## config.mk

```make
export PLATFORM = sky130hd
export DESIGN_NAME = quad_step_decoder
export DESIGN_NICKNAME = d
export VERILOG_FILES = /design/src/rtl/quad_step_decoder.sv
export SDC_FILE = /design/constraint.sdc
export NUM_CORES = 1
export LEC_CHECK = 0
export CAP_MARGIN = 0
export CORE_UTILIZATION = 40
export CTS_BUF_LIST = sky130_fd_sc_hd__clkbuf_2 sky130_fd_sc_hd__clkbuf_4 sky130_fd_sc_hd__clkbuf_8
export CTS_CLUSTER_DIAMETER = 100
export DETAILED_ROUTE_END_ITERATION = 12
export GPL_TIMING_DRIVEN = 1
export PLACE_DENSITY = 0.62
export SETUP_SLACK_MARGIN = 0.15
export SLEW_MARGIN = 20
export SYNTH_ARGS = -nofsm -noshare
export SYNTH_HDL_FRONTEND = slang
export SYNTH_SLANG_ARGS = --single-unit
```

## constraint.sdc

```tcl
create_clock -name clk -period 1.45 [get_ports clk]
set_input_delay 0.2175 -clock clk [delete_from_list [all_inputs] [get_ports clk]]
set_output_delay 0.2175 -clock clk [all_outputs]
set_load 0.01 [all_outputs]
```

## src/rtl/quad_step_decoder.sv

```systemverilog
// quad_step_decoder: quadrature encoder front end producing step/direction pulses and error tracking
//   clk      rising-edge clock
//   reset_n  asynchronous active-low reset
//   a_in     encoder channel A (asynchronous)
//   b_in     encoder channel B (asynchronous)
//   clr_err  synchronous clear of err_cnt (wins over a coincident increment)
//   step     one-cycle pulse per legal quadrature edge
//   upcnt    direction of the last legal edge (1 = up)
//   err      one-cycle pulse per illegal two-bit transition
//   err_cnt  saturating count of illegal transitions
//   ready    high once the decoder has left its settle phase
module quad_step_decoder #(
    parameter int unsigned FILT_LEN = 4
) (
    input  logic       clk,
    input  logic       reset_n,
    input  logic       a_in,
    input  logic       b_in,
    input  logic       clr_err,
    output logic       step,
    output logic       upcnt,
    output logic       err,
    output logic [7:0] err_cnt,
    output logic       ready
);
    typedef enum logic {INIT, RUN} state_t;

    localparam logic [3:0] C_MAX = 4'(FILT_LEN - 1);

    // Channel vectors are {A, B} throughout
    logic [1:0]      s1_q, s1_d, s2_q, s2_d, f_q, f_d, prev_q, prev_d;
    logic [1:0][3:0] c_q, c_d;
    logic [1:0]      init_cnt_q, init_cnt_d;
    state_t          state_q, state_d;
    logic            step_q, step_d, upcnt_q, upcnt_d, err_q, err_d, ready_q, ready_d;
    logic [7:0]      err_cnt_q, err_cnt_d;
    logic [1:0]      delta;

    // One changed bit is a legal Gray step, both changed is an illegal jump
    assign delta = f_q ^ prev_q;

    always_comb begin
        s1_d       = {a_in, b_in};
        s2_d       = s1_q;
        f_d        = f_q;
        c_d        = c_q;
        prev_d     = prev_q;
        state_d    = state_q;
        init_cnt_d = init_cnt_q;
        step_d     = 1'b0;
        err_d      = 1'b0;
        upcnt_d    = upcnt_q;
        err_cnt_d  = err_cnt_q;
        if (state_q == INIT) begin
            // Track the pins so RUN starts with prev == cur and no false error
            f_d        = s2_q;
            prev_d     = s2_q;
            c_d        = '0;
            init_cnt_d = init_cnt_q + 2'd1;
            state_d    = (init_cnt_q == 2'd2) ? RUN : INIT;
        end else begin
            for (int i = 0; i < 2; i++) begin
                if (s2_q[i] == f_q[i]) begin
                    c_d[i] = '0;
                end else if (c_q[i] == C_MAX) begin
                    f_d[i] = s2_q[i];
                    c_d[i] = '0;
                end else begin
                    c_d[i] = c_q[i] + 4'd1;
                end
            end
            prev_d = f_q;
            step_d = ^delta;
            err_d  = &delta;
            // Up order is 00,10,11,01: an A change lands on A!=B, a B change on A==B
            if (step_d)
                upcnt_d = delta[1] ? (f_q[1] ^ f_q[0]) : ~(f_q[1] ^ f_q[0]);
            err_cnt_d = clr_err ? 8'd0 :
                        (err_d && err_cnt_q != 8'hFF) ? err_cnt_q + 8'd1 : err_cnt_q;
        end
        ready_d = (state_d == RUN);
    end

    always_ff @(posedge clk or negedge reset_n) begin
        if (!reset_n) begin
            s1_q       <= '0;
            s2_q       <= '0;
            f_q        <= '0;
            c_q        <= '0;
            prev_q     <= '0;
            init_cnt_q <= '0;
            state_q    <= INIT;
            step_q     <= 1'b0;
            upcnt_q    <= 1'b1;
            err_q      <= 1'b0;
            err_cnt_q  <= '0;
            ready_q    <= 1'b0;
        end else begin
            s1_q       <= s1_d;
            s2_q       <= s2_d;
            f_q        <= f_d;
            c_q        <= c_d;
            prev_q     <= prev_d;
            init_cnt_q <= init_cnt_d;
            state_q    <= state_d;
            step_q     <= step_d;
            upcnt_q    <= upcnt_d;
            err_q      <= err_d;
            err_cnt_q  <= err_cnt_d;
            ready_q    <= ready_d;
        end
    end

    assign step    = step_q;
    assign upcnt   = upcnt_q;
    assign err     = err_q;
    assign err_cnt = err_cnt_q;
    assign ready   = ready_q;
endmodule
```

# Word level (Yosys, flattened, before mapping)
# Cells that the tools add are included.
# Widths: inputs -> output; s select.
# word_totals
register_bits	30
out_inout_bits	12
elab_cells	56
# classes
addsub	4
n_eq_ne	10
mux	18
bitwise	3
reduce_logical	8
# ops
cell	n
$mux 8	3
$mux 4	4
$reduce_and 2->1	5
$mux 1	9
$add 4x1->4 const B	2
$add 8x1->8 const B	1
$eq 4x2->1 const B	2
$ne 8x8->1 const B	1
$mux 2	2
$ne 2x1->1 const B	2
$ne 2x2->1 const B	2
$add 2x1->2 const B	1
$eq 1x1->1	2
$eq 2x2->1 const B	1
$reduce_bool 2->1	1
$reduce_xor 2->1	1
$xor 2x2->2	1
$logic_and 1x1->1	1
$not 1->1	1
$xor 1x1->1	1

# Longest topological paths before layout
# depth
word_depth	5
mapped_depth	7
ltp_nobuf	6

# Least setup slack after synthesis
# Ideal clock, no wire load.
# synth_timing
path_kind	register to register
startpoint	register f_q[0]
endpoint	register err_cnt_q[3] (netlist: err_cnt[3])
arrival_time_ns	1.358
t_required_ns	1.322
slack_ns	-0.036
path_stages_with_launch	7
period_less_slack_ns	1.486
path_cell_list	dfrtp_1 > xor2_1 > ha_1 > and2_1 > buf_2 > a41oi_1 > nor3_2
# synth_via
elab_chain_cells	5
# synth_lines
element	line_no	text
from (decl)	31	logic [1:0] s1_q, s1_d, s2_q, s2_d, f_q, f_d, prev_q, prev_d;
from (signal assigned)	88	f_q <= '0;
from (signal assigned)	101	f_q <= f_d;
$xor 2x2->2	40	assign delta = f_q ^ prev_q;
$reduce_and 2->1	74	err_d = &delta;
$logic_and 1x1->1	79	(err_d && err_cnt_q != 8'hFF) ? err_cnt_q + 8'd1 : err_cnt_q;
$reduce_bool 2->1 (no line)	-	
$reduce_and 2->1 (no line)	-	
to (signal assigned)	109	err_cnt_q <= err_cnt_d;
to (decl)	36	logic [7:0] err_cnt_q, err_cnt_d;
# Every way passes these cells.
# A chain may end at the register's enable or synchronous reset.

# Worst setup path in the final report
# layout_timing
startpoint	register f_q[1]
endpoint	register err_cnt_q[7] (netlist: err_cnt[7])
# The elaborated chain is that of the path after synthesis.

==> run_results.csv <==
group,metric,value,unit
setup_path,worst-r2r-cell-count,5,
synth,synth_edf_count,0,
setup_path,r2r-end,"err_cnt[7]",
final_layout,fill_cells,285,
clocking,htreeDepth,2,
placement,post_dp_cell_area,1660,µm²
clocking,cts_tree,"yes",
synth,syn-instance-count,119,
setup_path,cp-end-kind,"register",
power,p_switching,0.00105,W
power,power_frac_clock,17.5,%
global_routing,track_usage,17.2,%
outcome,status,"complete, but fails checks",
power,p_int,0.00207,W
route,viasPerCell,5.03,
clocking,clkTransAtPathRegs,0.09,ns
power,p_leak,0.888,nW
placement,dp.cells,184,
setup_path,critPathArrivalTime,1.73,ns
timing,fin_ws,-0.0651,ns
route,drc,0,
placement,io_buffers,16,
final_layout,area_growth_syn_to_layout,40.5,%
synth,synth-main-ff-cell,"dfrtp_1",
worst_hold_path,hold_class,"primary input to async pin",
power,ir_drop,903,µV
route,ant_nets,0,
final_layout,diodes,0,
floorplan,die_h,60.4,µm
clocking,clockBufferDepth,2,
synth,syn_nets,129,
floorplan,fp.coreArea,3150,µm²
timing,max_slew_margin,77.4,%
synth,async_flop_share,100,%
timing,finalCritPeriodShare,104,%
route,routed_wl,2.84,mm
synth,synth_cell_types,39,
synth,yosys_warnings,0,
synth,syn-cell-area,1360,µm²
floorplan,rows,20,
floorplan,pin_count,17,
setup_path,worstPathRequired,1.66,ns
clocking,root_buffer,"clkbuf_4",
final_layout,final_cells,207,
clocking,clock_latency,0.33,ns
setup_path,r2r_start,"f_q[1]",
timing,setup_viol,2,
route,drtPass1Iterations,4,
timing,period_minus_slack,1.52,ns
global_routing,grt_pass1_vias,1009,
global_routing,grt_overflow,0,
timing,max_freq,660,MHz
floorplan,die_w,60.4,µm
timing,final_hold_viol_count,0,
synth,seq_area_frac_synth,55.2,%
floorplan,die_area,3640,µm²
floorplan,start_util,43.2,%
timing,worst_pin_slew,0.336,ns
final_layout,drive_gt1_share,41.1,%
route,drtIter0Drc,39,
global_routing,antenna_found_initial,0,
placement,place_congestion,0.785,
outcome,failed_checks,"negative setup slack",
setup_path,path_max_fanout,4,
route,vias,1042,
clocking,holdBufCountCts,0,
synth,syn_avg_cell_area,11.5,µm²
clocking,cts_buffers,5,
placement,hpwl,1.72,mm
final_layout,nNetsFinal,172,
timing,slew_viol_final,0,
flow_run,drv_cap,0,
synth,ys_ff_latch,30,
route,wl_per_cell,13.7,µm
setup_path,crit_type,"register to register",
timing,fin_worst_skew,0.0115,ns
setup_path,reg2reg_slack,-0.07,ns
power,swShare,33.5,%
timing,hold_ws,0.244,ns
setup_path,startpoint_type,"register",
timing,rsz0062_at_grt,"yes",
global_routing,grt_pass1_wl,4.42,mm
power,power_density,1630,nW/µm²
power,combPwrFrac,45.8,%
final_layout,stdcell_area,1910,µm²
clocking,cts_sinks,30,
power,seq_power_share,36.6,%
global_routing,grt_max_degree,31,
## stage by stage
stage	setup TNS [ns]	worst slack, ns	util (%)	total power (W)
detailed placement	-0.0525	-0.0320	52.5	0.00229
floorplan	0	0.0378	-	0.00195
global route	-0.617	-0.145	60.7	0.00333
CTS	-0.00716	-0.00716	57.1	0.00291
finish	-0.105	-0.0651	60.7	0.00312
global placement	0	0.0496	52.5	0.00225
## area by class of cell
cell class | instances | area (µm²) | area share [%]
clock buffer | 8 | 66.3 | 3.46
inverter | 5 | 18.8 | 0.980
multi-input combinational | 80 | 684 | 35.8
sequential | 30 | 756 | 39.5
tap | 44 | 55.1 | 2.88
timing repair buffer | 40 | 334 | 17.5
## sequential cells by signal (all words and copies together) (netlist names)
register	flops
f_q	2
prev_q	2
step	1
s1_q	2
ready	1
err_cnt	8
err	1
c_q	8
s2_q	2
init_cnt_q	2
upcnt	1
## how the worst max path moves through the flow
stage,slack [ns],startpoint,endpoint,cells after the start
final,-0.07,f_q[1],err_cnt[7],5
after detailed placement,-0.03,prev_q[1],err_cnt[7],6
after global placement,0.05,f_q[1],err_cnt[5],5
after global routing,-0.14,prev_q[0],err_cnt[7],5
after CTS,-0.007,prev_q[1],err_cnt[7],6
after floorplan,0.04,f_q[0],err_cnt[0],7
## placed cells by master (no fill, tap or decap), types with 4 or more instances in the layout
cell,count
buf_4,21
clkbuf_4,7
xor2_1,7
dlygate4sd2_1,9
clkdlybuf4s50_1,4
nor2_1,6
nand2b_1,4
nand2_1,6
a21oi_1,6
dfrtp_1,26
inv_1,5
## critical path, stage by stage (launching register included)
cell     delay [ns]
dfrtp_1        0.39
xor2_1         0.18
ha_2           0.26
nand4_4        0.15
nor4_2         0.36
nor3_2         0.08
## power groups by stage
stage          Sequential, W  Clock (W)  Combinational [W]
3_5_place_dp         0.00117          0            0.00112
5_1_grt              0.00116   0.000598            0.00158
3_3_place_gp         0.00116          0            0.00109
4_1_cts              0.00114   0.000559            0.00121
6_report             0.00114   0.000547            0.00143
2_1_floorplan        0.00122          0           0.000736
## cells in the mapped netlist (all sizes together), types with 4 or more instances
cell	count	area, µm²
nand2	6	22.5
nand3	4	25.0
dfrtp	29	726
a21oi	7	38.8
inv	5	18.8
buf	4	25.0
o21ai	5	28.8
nor2	9	38.8
mux2	4	45.0
nor3	6	40.0
ha	5	62.6
nand2b	4	25.0
xor2	7	61.3
## logic make-up after synthesis
| kind of cell | count (synthesis) | share of synthesized area (%) |
|---|---|---|
| multiplexers | 4 | 3.31 |
| buffers and inverters | 9 | 3.21 |
| adder cells (fa/ha/maj) | 5 | 4.59 |
| AND/OR/NAND/NOR | 42 | 18.2 |
| AO/OA/AOI/OAI | 21 | 10.4 |
| XOR/XNOR | 8 | 5.14 |
| flip-flops | 30 | 55.2 |
## per-layer routing
layer / GRT usage (%) / vias up / routed length [µm]
li1: - / 499 / -
met1: 19.0 / 508 / 1180
met2: 28.3 / 25 / 1490
met3: 7.46 / 10 / 110
met4: 8.64 / 0 / 63
met5: 0 / - / 0
## timing repair
item | CTS | global route
pin swaps | 16 | 8
endpoints found under the setup margin | 22 | 11
buffers inserted | 9 | 6
resized for setup | 30 | 12
Note: power is estimated with default switching activity, not from simulation.
